$ cat config.mk
export PLATFORM = sky130hd
export DESIGN_NAME = shift_ctrl
export DESIGN_NICKNAME = d
export VERILOG_FILES = /design/src/rtl/shift_ctrl.sv
export SDC_FILE = /design/constraint.sdc
export NUM_CORES = 1
export LEC_CHECK = 0
export CAP_MARGIN = 30
export CORE_ASPECT_RATIO = 1.75
export CORE_UTILIZATION = 35
export CTS_CLUSTER_DIAMETER = 30
export DETAILED_ROUTE_END_ITERATION = 10
export PLACE_DENSITY = 0.8
export SYNTH_ARGS = -nofsm -noshare
export SYNTH_HDL_FRONTEND = slang
export SYNTH_SLANG_ARGS = --single-unit
export TNS_END_PERCENT = 1
$ cat constraint.sdc
create_clock -name clk -period 1.4 [get_ports clk]
set_clock_uncertainty 0.05 [all_clocks]
set_input_delay 0.28 -clock clk [delete_from_list [all_inputs] [get_ports clk]]
set_output_delay 0.28 -clock clk [all_outputs]
set_load 0.005 [all_outputs]
$ cat src/rtl/shift_ctrl.sv
// Sequencer driving an attached shift_reg for serial TX (load + shift out) or RX (shift in + capture).
// Latency: TX busy for WIDTH+2 cycles after the start edge, RX for WIDTH+1; rx_data_o valid one cycle after DONE.
// Backpressure: none; start_i is sampled only in IDLE and ignored while busy.
//
// Ports:
//   clk, nrst         clock and asynchronous active-low reset
//   start_i           request an operation (IDLE only); op_i/dir_i/tx_data_i latched with it
//   op_i              0 = TX, 1 = RX
//   dir_i             0 = left shift (MSB first), 1 = right shift (LSB first)
//   tx_data_i         word to transmit
//   ser_i             RX serial input bit
//   p_i               parallel output of shift_reg
//   mode_o/d_o/par_o  shift_reg controls: mode (0 hold, 1 load, 2 left, 3 right), serial fill, load word
//   ser_o             TX serial output bit
//   busy_o, done_o    status: not IDLE / one-cycle DONE pulse
//   rx_data_o         last received word
module shift_ctrl #(
   parameter int WIDTH = 8,
   parameter int CNT_W = $clog2(WIDTH + 1)
) (
   input  logic             clk,
   input  logic             nrst,
   input  logic             start_i,
   input  logic             op_i,
   input  logic             dir_i,
   input  logic [WIDTH-1:0] tx_data_i,
   input  logic             ser_i,
   input  logic [WIDTH-1:0] p_i,
   output logic [1:0]       mode_o,
   output logic             d_o,
   output logic [WIDTH-1:0] par_o,
   output logic             ser_o,
   output logic             busy_o,
   output logic             done_o,
   output logic [WIDTH-1:0] rx_data_o
);

   typedef enum logic [1:0] {
      IDLE  = 2'd0,
      LOAD  = 2'd1,
      SHIFT = 2'd2,
      DONE  = 2'd3
   } state_t;

   localparam logic [1:0] MODE_HOLD = 2'd0;
   localparam logic [1:0] MODE_LOAD = 2'd1;
   localparam logic [1:0] MODE_SHL  = 2'd2;
   localparam logic [1:0] MODE_SHR  = 2'd3;

   localparam logic [CNT_W-1:0] CNT_LAST = CNT_W'(WIDTH - 1);
   localparam logic [CNT_W-1:0] CNT_ONE  = CNT_W'(1);

   state_t           state;
   logic             op_q;   // 1 = RX
   logic             dir_q;  // 1 = right shift
   logic [CNT_W-1:0] cnt;

   always_ff @(posedge clk or negedge nrst) begin
      if (!nrst) begin
         state     <= IDLE;
         op_q      <= 1'b0;
         dir_q     <= 1'b0;
         par_o     <= '0;
         cnt       <= '0;
         rx_data_o <= '0;
      end else begin
         case (state)
            IDLE: begin
               if (start_i) begin
                  op_q  <= op_i;
                  dir_q <= dir_i;
                  par_o <= tx_data_i;
                  cnt   <= '0;
                  // RX has nothing to preload, so it goes straight to shifting
                  state <= op_i ? SHIFT : LOAD;
               end
            end
            LOAD: state <= SHIFT;
            SHIFT: begin
               // counter ends at WIDTH after the last shift and stays there until the next start
               cnt <= cnt + CNT_ONE;
               if (cnt == CNT_LAST) state <= DONE;
            end
            DONE: begin
               // shift_reg holds the assembled word while in DONE
               if (op_q) rx_data_o <= p_i;
               state <= IDLE;
            end
            default: state <= IDLE;
         endcase
      end
   end

   always_comb begin
      mode_o = MODE_HOLD;
      d_o    = 1'b0;
      ser_o  = 1'b0;
      done_o = 1'b0;
      busy_o = (state != IDLE);
      case (state)
         LOAD: mode_o = MODE_LOAD;
         SHIFT: begin
            mode_o = dir_q ? MODE_SHR : MODE_SHL;
            if (op_q) begin
               d_o = ser_i;
            end else begin
               // TX zero-fills; the outgoing bit is the one about to fall off the shifting end
               ser_o = dir_q ? p_i[0] : p_i[WIDTH-1];
            end
         end
         DONE: done_o = 1'b1;
         default: ;
      endcase
   end

endmodule
Yosys cells after proc, flatten, opt, wreduce, memory -nomap -nowiden
Cells that the tools add are included.

word-level totals
  input port bits = 22
  output and inout bits = 22
  register bits = 24

operators by class
  reduce and logical (&&, ||, !) cells = 7
  add/sub/neg operators = 1
  mux-type cells = 14
  eq/ne operators = 6

operators by type and width
  kind                                                             count
  2-bit case mux with 4 select lines                               1
  4-bit case mux with 2 select lines                               1
  2-bit AND reduction                                              4
  1-bit 2-to-1 mux                                                 7
  2-bit 2-to-1 mux                                                 3
  4-bit by 1-bit adder with 4-bit output, second input constant    1
  2-bit == test, second input constant                             2
  4-bit by 3-bit == test with 1-bit output, second input constant  1
  4-bit 2-to-1 mux                                                 1
  2-bit inequality test, second input constant                     2
  2-bit case mux with 2 select lines                               1
  2-bit nonzero test                                               2
  2-bit by 1-bit == test with 1-bit output, second input constant  1
  2-bit zero test                                                  1

Logic depth before layout (Yosys ltp)
  depth in word-level cells = 3
  depth in mapped cells = 6
  gate-level depth less buffers = 5

Worst setup path after synthesis
No wires, ideal clock.

  kind = register to register
  start point = reg state[0]
  end point = reg state[0]
  setup slack = -0.131 ns
  data required time = 1.225 ns
  data arrival time = 1.356 ns
  setup time = 0.125 ns
  stages on the path, launching flop included = 7
  cell sequence = dfrtp_1 > inv_1 > ha_1 > buf_6 > nor2b_4 > a21oi_2 > mux2_4

between the ends
  word-level cells in the longest chain between the ends = 3

RTL lines
  what                                                     RTL line  source
  start: declaration                                       53        state_t state;
  start signal: assignment                                 75        state <= op_i ? SHIFT : LOAD;
  2-bit == test / 2-bit zero test (equally long branches)  67        case (state)
  2-bit inequality test (no line)                          -
  2-bit AND reduction (no line)                            -

Several ways; a longest one is shown, not always the timed one.
A chain may end at the register's enable or synchronous reset.

Final worst setup path
  start point = reg state[1]
  end point = out d_o

between the ends
  word-level cells in the longest chain between the ends = 2

RTL lines
  what              RTL line  source
  2-bit == test     100       case (state)
  1-bit 2-to-1 mux  100
  end: declaration  30        output logic d_o,

No other way between the ends.

==> metrics <==
status=finished with violations; violated checks=negative setup slack; Worst Path Max Fanout=3; Sequential Power Share=0.301; port bufs=43; Worst setup EP type=output pin; share of the synthesized area in the top cell type=0.519; DP Area=0.00177 sq mm; post-synthesis area per instance=13.4 sq um; Main synth FF type=dfrtp_1; max incr delay on CP=0.40 ns; iteration count of the initial detailed-routing pass=4; worst-path cell chain=buf_6 > ha_4 > buf_6 > and3_4 > buf_6; Synth Warn #=0; ANT nets after route=0; max_cap viols=0; wire length per cell=roughly 15 um; most area-consuming cells after synthesis=dfrtp_1 52%, mux2_2 18%, ha_1 6.5%, mux2i_1 4.3%, inv_1 1.6%; final hold violations=0; Clk pin slew, worst setup/hold paths=0.08 ns; FILL cells=268; fin cells=191; initial antenna violation count=0; clk root buf=clkbuf_8; crit path kind=reg -> out; Cell Pwr Density=~2200 mW/mm^2; Gate power share=0.555; die area=around 0.0035 sq mm; global route total overflow=0; post-DP HPWL=~2100 um; worst rel slew slack=0.696; Setup WS post-layout=-0.250 ns; gr usage total=0.174; unrepaired setup endpoints after global routing=yes; CTS tree=done; Slew Viols, Final=0; switching power=between 1 and 1.5 mW; num rows=27; critical path data arrival time=1.32 ns; synth cell count leaders=24 x dfrtp_1, 18 x mux2_2, 6 x ha_1, 5 x inv_1, 5 x mux2i_1; Area growth syn-to-layout=64.8%; Static Leak=0.863 nW; Final Setup Violations=23; clk buf depth=2; die width=between 40 and 50 um; synth unique cells=26; via count=slightly above 900; cell with the most instances after synthesis=dfrtp_1; Placer Congestion=approximately 0.8; Crit-path slowest cell=dfrtp_1; Layout Nets=roughly 180; Fin Hold WS=0.322 ns; register area=approximately 600 sq um; Syn Inst Count=86; Seq cells post-synth=24; antenna cells=0; switching power share of the total=0.319; Post-Syn Nets=114; Initial Util=0.368; Hold WC Path Type=in -> async; number of flops mapped to enable cells by yosys=0; total wire length=2780 um; Core Box Area=about 0.0031 sq mm; footprint of the multi-input gates=~610 sq um; Die Ht=~78 um; I/O pin count=44; layout cells sized above 1=0.412; Iter 0 DRT Violations=3; period utilization=1.18; first-pass GRT wire length=4510 um; Clk pwr share=0.144; H-tree Lvls=1; TritonCTS buffer count=3; drc violations=0; synthesized cell area=0.00116 sq mm; cell accounting for the most synthesized area=dfrtp_1; number of global-route vias before repair=just under 1k; clk sinks=24; most used cell, CP=buf_6; ys async rst share=1.00; final instance area=approximately 0.0019 sq mm; latest clock arrival within the worst-skew pair=roughly 0.26 ns; dpl cells=approximately 190; Worst-Margin Slew=~0.45 ns; largest net degree at the start of global routing=25; required time worst endpoint=1.07 ns; Tmin final=approximately 1.6 ns; crit start category=register; Pint=~2.8 mW; via/cell ratio=approximately 4.8; peak supply drop=~1.4 mV; sequential area share after synthesis=0.519; f_max=roughly 610 MHz
## routing by layer
metal / up-vias / global-route usage / wire length [um]
met3: 6 / 0.0253 / 120
met2: 37 / 0.321 / 1640
met4: 0 / 0.0758 / 54
li1: 427 / - / -
met5: - / 0 / 0
met1: 440 / 0.179 / 967
## layout by cell type, fill, tap and decap left out, types with 2 or more instances in the layout
master           instances
inv_1                    3
dlygate4sd2_1           16
ha_1                     2
dfrtp_1                 24
buf_2                    3
nand3b_1                 2
ha_4                     4
buf_6                    5
nor2_1                   2
mux2_2                  17
buf_4                   12
clkdlybuf4s50_1         21
clkbuf_8                 3
mux2_4                   2
nand2_1                  2
mux2i_1                  5
## final timing paths
check                      startpoint            to  slack, ns  cells past startpoint
max reg2reg                  state[1]      state[0]      -0.17                      6
min in group clk             par_o[6]      par_o[6]       0.46                      1
max                          state[1]           d_o      -0.25                      5
min                              nrst        cnt[2]       0.32                      2
min reg2reg                  par_o[6]      par_o[6]       0.46                      1
max in group asynchronous        nrst  rx_data_o[0]       0.73                      2
## cells by family after synthesis
kind of cell             Yosys count  share of synthesized area
multiplexers                      24                      0.232
flip-flops                        24                      0.519
AND/OR/NAND/NOR                   18                      0.108
AO/OA/AOI/OAI                      7                     0.0455
buffers and inverters              7                     0.0303
adder cells (fa/ha/maj)            6                     0.0649
## critical path: cells and delay by family (launching register included)
family	cells	cell delay, ns
flops	1	0.40
buf+inv	3	0.36
fa+ha+maj	1	0.16
simple gates	1	0.14
## power groups by stage
stage	clock, mW	sequential, mW	combinational [mW]
2_1_floorplan	0	1.26	1.00
3_3_place_gp	0	1.23	2.14
6_report	0.595	1.24	2.29
4_1_cts	0.623	1.24	2.22
5_1_grt	0.645	1.28	2.48
3_5_place_dp	0	1.27	2.23
## flip-flops by register name (all words and copies together) (netlist names)
signal	cells
par_o	8
rx_data_o	8
cnt	4
state	2
dir_q	1
op_q	1
## what timing repair did
action	in CTS	in global routing
hold buffers	0	0
endpoints found under the setup margin	45	30
pin swaps	4	3
gates resized for setup	53	7
setup buffers	1	0
## final cells by class
type / instances / share of cell area
Multi-Input combinational cell: 55 / 0.318
Tap cell: 43 / 0.0282
Sequential cell: 24 / 0.315
Clock inverter: 1 / 0.0158
Inverter: 5 / 0.0112
Timing Repair Buffer: 60 / 0.290
Clock buffer: 3 / 0.0217
## metrics by stage
step                      worst slack, ns   util  setup TNS, ns  total power, mW
after CTS                          -0.251  0.597          -2.27             4.08
after floorplan                   -0.0774      -         -0.126             2.26
after global routing               -0.291  0.607          -3.49             4.41
after detailed placement           -0.467  0.563          -6.29             3.50
final                              -0.250  0.607          -2.17             4.13
after global placement             -0.478  0.563          -5.33             3.37
Note: power is estimated with default switching activity, not from simulation.
